File: config.mk
export PLATFORM = sky130hd
export DESIGN_NAME = cam_capture_ctrl
export DESIGN_NICKNAME = d
export VERILOG_FILES = /design/src/rtl/cam_capture_ctrl.sv
export SDC_FILE = /design/constraint.sdc
export NUM_CORES = 1
export LEC_CHECK = 0
export CORE_ASPECT_RATIO = 1.1
export CORE_UTILIZATION = 25
export CTS_BUF_LIST = sky130_fd_sc_hd__clkbuf_4
export CTS_CLUSTER_DIAMETER = 100
export DETAILED_ROUTE_END_ITERATION = 8
export DONT_BUFFER_PORTS = 1
export PLACE_DENSITY_LB_ADDON = 0.25
export SKIP_CTS_REPAIR_TIMING = 1
export SYNTH_ARGS = -nofsm -noshare
export SYNTH_HDL_FRONTEND = slang
export SYNTH_SLANG_ARGS = --single-unit
File: constraint.sdc
create_clock -name clk -period 1.85 [get_ports clk]
set_input_delay 0.2775 -clock clk [delete_from_list [all_inputs] [get_ports clk]]
set_output_delay 0.2775 -clock clk [all_outputs]
set_load 0.005 [all_outputs]
File: src/rtl/cam_capture_ctrl.sv
`default_nettype none
// ============================================================================
// Module   : cam_capture_ctrl
// Brief    : Camera byte-bus capture controller. Registers the parallel
//            camera bus, tracks frame/line framing, assembles RAW8 or RGB565
//            pixels and emits one write strobe per pixel with a contiguous
//            frame-relative address.
// Ports    : clk, reset_n                 - pixel clock, async active-low reset
//            enable, fmt                   - capture enable / pixel format
//                                            (both latched at vsync rise)
//            csi_data, csi_vsync, csi_hsync- camera bus
//            crop_x0, crop_y0, crop_w, crop_h - crop window
//            pix_data, pix_valid, pix_addr - pixel write port
//            frame_done, frame_cnt         - frame completion pulse / count
//            err_odd                       - sticky odd-byte RGB565 line error
// Config   : define CAM_CAPTURE_CROP_EN to enable the crop window; when it is
//            undefined the crop ports are ignored and every pixel is emitted.
// Revision : 1.0 - initial release
// ============================================================================
module cam_capture_ctrl #(
    parameter int DATA_W = 8,
    parameter int ADDR_W = 20,
    parameter int CNT_W  = 12
) (
    input  logic                clk,
    input  logic                reset_n,
    input  logic                enable,
    input  logic                fmt,
    input  logic [DATA_W-1:0]   csi_data,
    input  logic                csi_vsync,
    input  logic                csi_hsync,
    input  logic [CNT_W-1:0]    crop_x0,
    input  logic [CNT_W-1:0]    crop_y0,
    input  logic [CNT_W-1:0]    crop_w,
    input  logic [CNT_W-1:0]    crop_h,
    output logic [2*DATA_W-1:0] pix_data,
    output logic                pix_valid,
    output logic [ADDR_W-1:0]   pix_addr,
    output logic                frame_done,
    output logic [15:0]         frame_cnt,
    output logic                err_odd
);

    typedef enum logic [1:0] {
        ST_IDLE   = 2'd0,
        ST_VSYNC  = 2'd1,
        ST_ACTIVE = 2'd2
    } state_t;

    localparam logic [CNT_W-1:0]  C_CNT_ONE  = {{(CNT_W-1){1'b0}}, 1'b1};
    localparam logic [ADDR_W-1:0] C_ADDR_ONE = {{(ADDR_W-1){1'b0}}, 1'b1};

    state_t              r_state;
    logic [DATA_W-1:0]   r_data;
    logic                r_vsync;
    logic                r_vsync_d;
    logic                r_hsync;
    logic                r_hsync_d;
    logic                r_fmt;
    logic                r_phase;
    logic [DATA_W-1:0]   r_hi;
    logic [CNT_W-1:0]    r_x;
    logic [CNT_W-1:0]    r_y;
    logic [ADDR_W-1:0]   r_next_addr;

    logic                w_vs_rise;
    logic                w_vs_fall;
    logic                w_hs_rise;
    logic                w_hs_fall;
    logic                w_phase;
    logic [CNT_W-1:0]    w_x;
    logic                w_pix_done;
    logic [2*DATA_W-1:0] w_pix_word;
    logic                w_in_crop;
    logic                w_start;

    // ------------------------------------------------------------------------
    // Camera bus input register. The vsync history resets high so that a
    // reset released while vsync is already high is not mistaken for a frame
    // start: a genuine rise has to be seen low first.
    // ------------------------------------------------------------------------
    always_ff @(posedge clk or negedge reset_n) begin
        if (!reset_n) begin
            r_data    <= '0;
            r_vsync   <= 1'b1;
            r_vsync_d <= 1'b1;
            r_hsync   <= 1'b0;
            r_hsync_d <= 1'b0;
        end else begin
            r_data    <= csi_data;
            r_vsync   <= csi_vsync;
            r_vsync_d <= r_vsync;
            r_hsync   <= csi_hsync;
            r_hsync_d <= r_hsync;
        end
    end

    assign w_vs_rise = r_vsync & ~r_vsync_d;
    assign w_vs_fall = ~r_vsync & r_vsync_d;
    assign w_hs_rise = r_hsync & ~r_hsync_d;
    assign w_hs_fall = ~r_hsync & r_hsync_d;

    // The first byte of a line always starts a new pixel at x = 0, whatever
    // state the previous line left behind.
    assign w_phase    = w_hs_rise ? 1'b0 : r_phase;
    assign w_x        = w_hs_rise ? '0 : r_x;
    assign w_pix_done = r_hsync & (~r_fmt | w_phase);
    assign w_pix_word = r_fmt ? {r_hi, r_data} : {{DATA_W{1'b0}}, r_data};

    // A new frame is armed from IDLE or at the end of an active frame.
    assign w_start = w_vs_rise & enable & ((r_state == ST_IDLE) | (r_state == ST_ACTIVE));

`ifdef CAM_CAPTURE_CROP_EN
    logic [CNT_W-1:0] r_crop_x0;
    logic [CNT_W-1:0] r_crop_y0;
    logic [CNT_W-1:0] r_crop_w;
    logic [CNT_W-1:0] r_crop_h;
    logic [CNT_W:0]   w_x_end;
    logic [CNT_W:0]   w_y_end;

    always_ff @(posedge clk or negedge reset_n) begin
        if (!reset_n) begin
            r_crop_x0 <= '0;
            r_crop_y0 <= '0;
            r_crop_w  <= '0;
            r_crop_h  <= '0;
        end else if (w_start) begin
            r_crop_x0 <= crop_x0;
            r_crop_y0 <= crop_y0;
            r_crop_w  <= crop_w;
            r_crop_h  <= crop_h;
        end
    end

    // One extra bit so x0 + w near the counter limit does not wrap.
    assign w_x_end   = {1'b0, r_crop_x0} + {1'b0, r_crop_w};
    assign w_y_end   = {1'b0, r_crop_y0} + {1'b0, r_crop_h};
    assign w_in_crop = (w_x >= r_crop_x0) && ({1'b0, w_x} < w_x_end) &&
                       (r_y >= r_crop_y0) && ({1'b0, r_y} < w_y_end);
`else
    logic w_unused_crop;
    assign w_unused_crop = ^{crop_x0, crop_y0, crop_w, crop_h};
    assign w_in_crop     = 1'b1;
`endif

    // ------------------------------------------------------------------------
    // Framing FSM, pixel assembly and registered outputs.
    // ------------------------------------------------------------------------
    always_ff @(posedge clk or negedge reset_n) begin
        if (!reset_n) begin
            r_state     <= ST_IDLE;
            r_fmt       <= 1'b0;
            r_phase     <= 1'b0;
            r_hi        <= '0;
            r_x         <= '0;
            r_y         <= '0;
            r_next_addr <= '0;
            pix_data    <= '0;
            pix_valid   <= 1'b0;
            pix_addr    <= '0;
            frame_done  <= 1'b0;
            frame_cnt   <= '0;
            err_odd     <= 1'b0;
        end else begin
            pix_valid  <= 1'b0;
            frame_done <= 1'b0;

            case (r_state)
                ST_IDLE: begin
                    if (w_start) begin
                        r_state <= ST_VSYNC;
                    end
                end

                ST_VSYNC: begin
                    if (w_vs_fall) begin
                        r_state <= ST_ACTIVE;
                        r_phase <= 1'b0;
                        r_x     <= '0;
                    end
                end

                ST_ACTIVE: begin
                    if (w_vs_rise) begin
                        // Frame end wins over any line in flight; a half
                        // assembled pixel is simply dropped.
                        frame_done <= 1'b1;
                        frame_cnt  <= frame_cnt + 16'd1;
                        r_phase    <= 1'b0;
                        r_x        <= '0;
                        r_state    <= enable ? ST_VSYNC : ST_IDLE;
                    end else if (r_hsync) begin
                        if (w_pix_done) begin
                            r_phase <= 1'b0;
                            r_x     <= w_x + C_CNT_ONE;
                            if (w_in_crop) begin
                                pix_valid   <= 1'b1;
                                pix_data    <= w_pix_word;
                                pix_addr    <= r_next_addr;
                                r_next_addr <= r_next_addr + C_ADDR_ONE;
                            end
                        end else begin
                            r_phase <= 1'b1;
                            r_hi    <= r_data;
                            r_x     <= w_x;
                        end
                    end else if (w_hs_fall) begin
                        r_y <= r_y + C_CNT_ONE;
                        // Phase 1 at line end means a lone high byte was left.
                        if (r_phase) begin
                            err_odd <= 1'b1;
                        end
                        r_phase <= 1'b0;
                    end
                end

                default: begin
                    r_state <= ST_IDLE;
                end
            endcase

            if (w_start) begin
                r_fmt       <= fmt;
                r_y         <= '0;
                r_next_addr <= '0;
            end
        end
    end

endmodule
`default_nettype wire

==> reports/qor.csv, run 1 <==
stage,metric,value,unit
critical_path,"critical path fanouts, max",7,
grt,antenna violations before repair,0,
timing,RSZ-0062 raised after global routing,yes,
grt,total gr overflow,0,
critical_path,kind of end point of the critical path,flop,
timing,setup TNS,0,ns
grt,global-route wire length before repair,15700,µm
cells_and_area,Final nets,510,
run,MaxCap Viol Count,0,
critical_path,launch point of the worst path,r_state[0],
power,Logic pwr share,26.5,%
critical_path,type of the worst setup path,flop to flop,
power,NetSw,2.07,mW
place,GPL Wtd Cong,0.792,
synth,post-synthesis cell area,4200,µm²
synth,"Distinct cells, synth",45,
clock_network,"CTS clk-pin slew, worst paths",0.16,ns
drt,drt initial violations,160,
critical_path,CP Depth,6,
timing,fin crit share,98.7,%
drt,vias,3075,
cells_and_area,fraction of layout instances using a drive strength above 1,19.5,%
critical_path,Critical R2R Capture,r_next_addr[5],
grt,total track usage,11.8,%
synth,#FFs+latches synth,99,
worst_hold_path,hold crit path type,input port to asynchronous set/reset pin,
outcome,failing checks,"DRC, hold timing",
die,die height,138,µm
die,num ports,117,
critical_path,CP required,2.27,ns
synth,sequential fraction of the synthesis area,59.1,%
timing,Fin Hold WS,-0.535,ns
power,VDD IR-drop max,0.502,mV
power,Tot Pwr,5.89,mW
drt,WL/cell,14.8,µm
drt,WL final,9610,µm
timing,Tmin final,1.83,ns
cells_and_area,final core utilization,30.3,%
clock_network,Root Buffer,clkbuf_4,
grt,vias in the first global route,3103,
synth,ys flop type,dfrtp_1,
clock_network,clk sinks,99,
timing,final setup fails,0,
clock_network,H-Tree Depth,3,
critical_path,ordered list of cells on the worst path,inv_2 -> ha_4 -> nand2_4 -> or3_4 -> or4_4 -> a21oi_2,
critical_path,R2R Setup Slk,0.02,ns
die,Cell Rows,49,
clock_network,CTS tree,built,
critical_path,CP Buf/Inv Count,1,
place,IO buf count,0,
critical_path,crit-path max cell delay,0.53,ns
clock_network,clock tree buffer depth,2,
critical_path,WP data arrival,2.25,ns
power,PD cells,1190,nW/µm²
synth,number of flops mapped to enable cells by yosys,0,
power,share of power burned in the clock network,17.7,%
timing,max-slew violations,0,
clock_network,Worst-Skew Late Latency,0.47,ns
timing,maximum clock rate,0.548,GHz
die,Die ar.,17300,µm²
power,switching part of the total,35.1,%
place,placed cell count,622,
synth,asr flop ratio synth,100,%
power,P_leak,2.30,nW
synth,Syn Inst Count,401,
place,HPWL after DPL,6500,µm
drt,first-pass iteration count of the detailed router,6,
die,Initial Utilization,25.6,%
synth,Syn Nets,469,
die,core area,16400,µm²
grt,largest net degree at the start of global routing,100,
cells_and_area,Fillers,1723,
drt,via-per-instance ratio,4.72,
drt,# DRC,3,
outcome,status,"complete, but fails checks",
critical_path,R2R depth,6,
cells_and_area,Diodes inserted,0,
drt,DRT antenna net count,0,
critical_path,Slowest cell on crit path,or4_4,
timing,Slew headroom,66.5,%
synth,average size of a mapped cell,10.5,µm²
power,sequential share of power,55.8,%
timing,Hold Fails Final Rpt,99,
critical_path,worst flop-to-flop path startpoint,r_state[0],
critical_path,kind of cell adding the most delay to the critical path,simple AND/OR/NAND/NOR gates,
clock_network,TritonCTS Buffers,9,
cells_and_area,Final Non-Filler Cells,651,
critical_path,Critical Path End,r_next_addr[5],
die,Chip Width,126,µm
cells_and_area,"Area growth, synth to finish",18.3,%
timing,Worst Max-Slew Pin Slew,0.498,ns
power,internal power,3.82,mW
critical_path,critical path launch point type,flop,
synth,Ys Warns,0,
timing,clk_skew,0.0214,ns
[cell usage in the layout (no fill, tap or decap), types with 5 or more instances in the layout]
cell type	count
a21oi_1	12
and3_1	5
buf_4	35
clkbuf_4	10
dfrtp_1	96
dlygate4sd3_1	11
ha_1	5
inv_1	7
mux2_2	11
nand2_1	110
nand3_1	19
nand4_1	13
nor2_1	12
o31ai_1	9
or4_1	12
xnor2_1	15
[registers in the layout (all words and copies together), names as in the netlist, 2 cells and up]
name,flops
pix_addr,20
r_next_addr,20
frame_cnt,16
pix_data,16
r_data,8
r_hi,8
r_state,2
[synth_stat cells (all sizes together) (2+ instances only)]
master | number | area share (%)
or4 | 13 | 2.3
dfrtp | 97 | 58
inv | 9 | 0.81
nor2 | 12 | 1.1
and4 | 2 | 0.42
nor3 | 4 | 0.60
nor4 | 3 | 0.45
and2 | 2 | 0.30
o21ai | 4 | 0.48
nand3 | 20 | 2.4
and3 | 5 | 0.75
a211oi | 2 | 0.36
xnor2 | 15 | 3.1
a21oi | 16 | 1.9
nand4 | 13 | 1.9
dfstp | 2 | 1.3
xor2 | 4 | 0.83
nand2 | 111 | 9.9
mux2 | 11 | 3.0
clkbuf | 11 | 0.98
or3 | 3 | 0.57
o31ai | 12 | 2.1
ha | 6 | 1.8
buf | 7 | 1.1
[metal layers]
metal | GRT usage (%) | part of all wire, %
met1 | 13.2 | 42
met2 | 20.3 | 49
met3 | 5.44 | 7.5
met4 | 3.25 | 1.3
met5 | 0 | 0
[power by group through the flow]
stage / combinational (mW) / clock [mW] / sequential (mW)
floorplan: 0.982 / 0 / 3.20
global placement: 1.45 / 0 / 3.35
detailed placement: 1.49 / 0 / 3.35
CTS: 1.49 / 1.11 / 3.31
global route: 1.78 / 1.18 / 3.39
finish: 1.56 / 1.04 / 3.29
[how the worst min path moves through the flow]
stage,start,to,slack [ns]
2_1_floorplan,reset_n,err_odd,-0.02
3_3_place_gp,reset_n,pix_data[7],-0.01
3_5_place_dp,reset_n,pix_data[7],-0.01
4_1_cts,reset_n,pix_data[0],-0.58
5_1_grt,reset_n,pix_data[13],-0.60
6_report,reset_n,pix_data[5],-0.53
[worst register-to-register path, delay by kind of cell (launching register included)]
kind,cells,cell delay [ns]
simple gates,3,0.96
flops,1,0.42
fa+ha+maj,1,0.16
compound gates,1,0.15
buf+inv,1,0.08
[logic make-up after synthesis]
kind of cell,Yosys count,share of synthesized area [%]
xor gates and xnor gates,19,3.97
AOI/OAI and AO/OA,42,6.59
buffers and inverters,27,2.92
adders and majority gates,6,1.79
and+or+nand+nor,196,22.4
DFF,99,59.1
muxes,12,3.19
[stage by stage]
| stage | setup slack [ns] | cell area, µm² |
|---|---|---|
| floorplan | -0.0998 | 4210 |
| global placement | -0.0132 | 4660 |
| detailed placement | -0.0461 | 4660 |
| CTS | -0.0743 | 4770 |
| global route | -0.00976 | 4960 |
| finish | 0.0239 | 4960 |
[layout make-up]
type / instances / area, µm² / share of cell area (%)
well taps: 204 / 255 / 5.14
flip-flops and latches: 99 / 2480 / 50.0
clock buffers: 10 / 75.1 / 1.51
multi-input cells: 275 / 1670 / 33.5
clock inverters: 6 / 38.8 / 0.781
inverters: 9 / 36.3 / 0.731
repair buffers: 48 / 413 / 8.32
Power figures use the tool's default switching activity.
==> run 2: changes to the inputs <==
Settings changed: PLACE_DENSITY_LB_ADDON 0.25 to not set.
==> reports/qor.csv, run 2 (synthesis results as in run 1) <==
stage,metric,value,unit
grt,vias in the first global route,3152,
timing,clk_skew,0.0163,ns
timing,setup TNS,0,ns
critical_path,CP Buf/Inv Count,1,
die,Initial Utilization,25.6,%
die,Chip Width,126,µm
drt,via-per-instance ratio,4.76,
timing,Hold Fails Final Rpt,99,
clock_network,H-Tree Depth,3,
timing,Slew headroom,76.5,%
timing,Worst Max-Slew Pin Slew,0.349,ns
critical_path,CP required,2.26,ns
critical_path,"critical path fanouts, max",6,
timing,fin crit share,98.2,%
clock_network,clock tree buffer depth,2,
power,internal power,3.81,mW
critical_path,ordered list of cells on the worst path,inv_2 -> ha_4 -> nand2_4 -> or3_4 -> or4_4 -> a21oi_2,
place,GPL Wtd Cong,0.782,
cells_and_area,Regs by FF count,"pix_addr: 20 flops, r_next_addr: 20 flops",
drt,# DRC,6,
critical_path,critical path launch point type,flop,
outcome,status,"complete, but fails checks",
place,IO buf count,0,
power,P_leak,2.31,nW
grt,Top Usage Layer GRT,met2,
timing,final setup fails,0,
drt,WL/cell,15.3,µm
timing,Fin Hold WS,-0.518,ns
clock_network,clk sinks,99,
die,die height,138,µm
clock_network,Root Buffer,clkbuf_4,
place,HPWL after DPL,6760,µm
cells_and_area,"Area growth, synth to finish",19.2,%
timing,RSZ-0062 raised after global routing,yes,
power,PD cells,1180,nW/µm²
run,MaxCap Viol Count,0,
power,Logic pwr share,26.1,%
grt,total track usage,12.1,%
grt,GR Util met3,4.75,%
place,Placed Area,4630,µm²
clock_network,TritonCTS Buffers,9,
worst_hold_path,hold crit path type,input port to asynchronous set/reset pin,
cells_and_area,fraction of layout instances using a drive strength above 1,19.7,%
critical_path,WP data arrival,2.23,ns
critical_path,Slowest cell on crit path,or4_4,
grt,total gr overflow,0,
cells_and_area,"commonest non-fill, non-tap cells in the layout","nand2_1 (110), dfrtp_1 (97), buf_4 (33)",
critical_path,kind of end point of the critical path,flop,
drt,first-pass iteration count of the detailed router,6,
grt,largest net degree at the start of global routing,100,
cells_and_area,register area,2480,µm²
drt,WL final,9950,µm
timing,Tmin final,1.82,ns
critical_path,crit-path max cell delay,0.53,ns
clock_network,"CTS clk-pin slew, worst paths",0.16,ns
timing,maximum clock rate,0.551,GHz
power,switching part of the total,35.4,%
cells_and_area,Fillers,1700,
die,Die ar.,17300,µm²
power,NetSw,2.09,mW
grt,met1 usage,13.1,%
drt,DRT antenna net count,0,
cells_and_area,"leading cell type in the layout, fill and taps excluded",nand2_1,
cells_and_area,Multi-input gate area,1670,µm²
critical_path,kind of cell adding the most delay to the critical path,simple AND/OR/NAND/NOR gates,
critical_path,type of the worst setup path,flop to flop,
power,VDD IR-drop max,0.590,mV
die,Cell Rows,49,
grt,global-route wire length before repair,16100,µm
timing,max-slew violations,0,
power,Tot Pwr,5.90,mW
clock_network,CTS tree,built,
grt,met2 Use GR,21.2,%
cells_and_area,Final nets,510,
die,core area,16400,µm²
grt,antenna violations before repair,1,
drt,vias,3106,
power,sequential share of power,56.5,%
cells_and_area,final core utilization,30.5,%
die,num ports,117,
power,share of power burned in the clock network,17.4,%
drt,drt initial violations,117,
cells_and_area,"Design Area, Final",5000,µm²
outcome,failing checks,"DRC, hold timing",
clock_network,Worst-Skew Late Latency,0.47,ns
[run 2: changes by cell type in the layout (fill, tap and decap cells not counted), moves of 2 or more]
cell / before / now
buf_4: 35 / 33
clkinv_4: 0 / 2
inv_6: 2 / 0
or4_1: 12 / 10
or4_4: 1 / 3
[run 2: path summary, 6_finish.rpt]
kind	slack (ns)	cells past startpoint	from	endpoint
min reg2reg	0.42	0	r_vsync	r_vsync_d
max in group asynchronous	2.14	0	reset_n	r_vsync_d
min	-0.52	0	reset_n	err_odd
min in group clk	0.03	3	enable	r_next_addr[19]
max	0.03	6	r_state[0]	r_next_addr[5]
max reg2reg	0.03	6	r_state[0]	r_next_addr[5]
[run 2: layout make-up]
| class | count | share of cell area, % |
|---|---|---|
| Antenna cell | 1 | 0.0501 |
| Multi-Input combinational cell | 275 | 33.5 |
| Inverter | 9 | 0.726 |
| Clock buffer | 10 | 1.50 |
| Tap cell | 204 | 5.11 |
| Sequential cell | 99 | 49.6 |
| Clock inverter | 6 | 0.851 |
| Timing Repair Buffer | 48 | 8.68 |
[run 2: metrics by stage]
stage                     setup slack, ns  instances
final                              0.0335        652
after global routing              -0.0266        652
after CTS                         -0.0611        634
after detailed placement          -0.0217        618
after global placement            0.00716        618
after floorplan                   -0.0998        401
[run 2: layer usage]
metal	vias to the layer above	part of all wire, %
li1	1467	-
met1	1554	41
met2	75	52
met3	10	6.1
met4	0	1.1
met5	-	0
[run 2: worst reg2reg max path, cell delays in order, from the launching register on]
cell     delay (ns)
dfrtp_1        0.43
inv_2          0.08
ha_4           0.16
nand2_4        0.05
or3_4          0.37
or4_4          0.53
a21oi_2        0.15
[run 2: power groups by stage]
stage          Clock (mW)  Sequential [mW]  Combinational, mW
6_report             1.03             3.34               1.54
5_1_grt              1.17             3.43               1.76
4_1_cts              1.10             3.34               1.44
3_5_place_dp            0             3.38               1.43
3_3_place_gp            0             3.36               1.36
2_1_floorplan           0             3.20              0.982
==> run 3: changes to the inputs <==
Settings changed: REMOVE_ABC_BUFFERS set to 1.
==> reports/qor.csv, run 3 (synthesis results as in run 1) <==
stage,metric,value,unit
outcome,status,"complete, but fails checks",
timing,Slew headroom,70.4,%
timing,RSZ-0062 raised after global routing,yes,
critical_path,CP Buf/Inv Count,2,
critical_path,Slowest cell on crit path,dfrtp_1,
drt,first-pass iteration count of the detailed router,6,
critical_path,"critical path fanouts, max",6,
die,Cell Rows,49,
run,MaxCap Viol Count,0,
cells_and_area,Diodes inserted,0,
timing,max-slew violations,0,
grt,vias in the first global route,3196,
timing,Tmin final,1.81,ns
drt,# DRC,7,
drt,DRT antenna net count,0,
clock_network,H-Tree Depth,3,
cells_and_area,fraction of layout instances using a drive strength above 1,18.8,%
grt,largest net degree at the start of global routing,100,
timing,final setup fails,0,
cells_and_area,"leading cell type in the layout, fill and taps excluded",nand2_1,
cells_and_area,"commonest non-fill, non-tap cells in the layout","nand2_1 (111), dfrtp_1 (97), buf_4 (35)",
critical_path,R2R depth,7,
clock_network,clock tree buffer depth,2,
drt,WL final,9700,µm
critical_path,CP Depth,7,
die,Chip Width,126,µm
timing,maximum clock rate,0.552,GHz
place,IO buf count,0,
drt,via-per-instance ratio,4.74,
critical_path,kind of cell adding the most delay to the critical path,simple AND/OR/NAND/NOR gates,
clock_network,CTS tree,built,
die,core area,16400,µm²
worst_hold_path,hold crit path type,input port to asynchronous set/reset pin,
place,HPWL after DPL,6760,µm
die,die height,138,µm
timing,clk_skew,0.0231,ns
critical_path,kind of end point of the critical path,flop,
critical_path,ordered list of cells on the worst path,inv_2 -> ha_4 -> nand2_1 -> or3_4 -> buf_4 -> or3_1 -> a21oi_1,
clock_network,TritonCTS Buffers,9,
outcome,failing checks,"DRC, hold timing",
critical_path,type of the worst setup path,flop to flop,
grt,global-route wire length before repair,15900,µm
clock_network,Worst-Skew Late Latency,0.47,ns
cells_and_area,final core utilization,30.5,%
grt,total track usage,11.9,%
critical_path,critical path launch point type,flop,
die,Initial Utilization,25.6,%
die,Die ar.,17300,µm²
clock_network,clk sinks,99,
timing,Worst Max-Slew Pin Slew,0.440,ns
timing,Hold Fails Final Rpt,99,
place,GPL Wtd Cong,0.858,
cells_and_area,"Area growth, synth to finish",18.9,%
power,VDD IR-drop max,0.583,mV
critical_path,CP required,2.26,ns
timing,Fin Hold WS,-0.528,ns
drt,vias,3088,
power,P_leak,2.31,nW
cells_and_area,Regs by FF count,"pix_addr: 20 flops, r_next_addr: 20 flops",
critical_path,crit-path max cell delay,0.42,ns
drt,WL/cell,14.9,µm
die,num ports,117,
cells_and_area,Final nets,511,
timing,fin crit share,97.9,%
critical_path,WP data arrival,2.22,ns
cells_and_area,Fillers,1675,
power,PD cells,1210,nW/µm²
drt,drt initial violations,164,
power,Tot Pwr,6.04,mW
clock_network,"CTS clk-pin slew, worst paths",0.17,ns
clock_network,Root Buffer,clkbuf_4,
grt,total gr overflow,0,
grt,antenna violations before repair,0,
-- run 3: changes by cell type in the layout (fill, tap and decap cells not counted), moves of 2 or more --
| cell | delta |
|---|---|
| o31ai_1 | +2 |
| clkinv_4 | -2 |
| o31ai_2 | -2 |
| clkinvlp_4 | -2 |
| buf_4 | +2 |
| inv_6 | +2 |
-- run 3: path summary, 6_finish.rpt --
path	from	end	slack [ns]
max	r_state[0]	r_next_addr[6]	0.04
min	reset_n	pix_addr[6]	-0.53
max reg2reg	r_state[0]	r_next_addr[6]	0.04
min reg2reg	r_vsync	r_vsync_d	0.39
max in group asynchronous	reset_n	r_vsync	2.18
min in group clk	enable	r_next_addr[19]	0.06
-- run 3: area by class of cell --
cell class / instances / area (µm²) / share of cell area (%)
clock buffers: 9 / 67.6 / 1.35
clock inverters: 7 / 72.6 / 1.46
inverters: 9 / 36.3 / 0.728
multi-input cells: 275 / 1650 / 33.1
flip-flops and latches: 99 / 2480 / 49.7
well taps: 204 / 255 / 5.12
repair buffers: 49 / 424 / 8.50
-- run 3: stage by stage --
step           setup TNS (ns)  cell area (µm²)  setup slack [ns]  instances  hold slack, ns
2_1_floorplan           -7.94             4110            -0.306        383         -0.0181
6_report                    0             4990            0.0384        652          -0.528
3_5_place_dp           -0.169             4640           -0.0458        621         -0.0149
5_1_grt               -0.0422             4990           -0.0314        652          -0.588
4_1_cts                -0.263             4780           -0.0739        637          -0.580
3_3_place_gp                0             4640            0.0164        621         -0.0145
-- run 3: metal layers --
layer	routed length [µm]	track usage [%]	vias to the layer above
met5	0	0	-
met4	165	4.61	0
met3	797	4.78	13
met2	4700	20.5	83
met1	4040	13.3	1521
li1	-	-	1471
-- run 3: power breakdown --
| group | internal [mW] | switching (mW) | total, mW | leakage [nW] |
|---|---|---|---|---|
| logic | 0.743 | 0.791 | 1.53 | 0.934 |
| clock network | 0.423 | 0.754 | 1.18 | 0.0800 |
| registers | 2.76 | 0.565 | 3.33 | 1.30 |
| total | 3.93 | 2.11 | 6.04 | 2.31 |
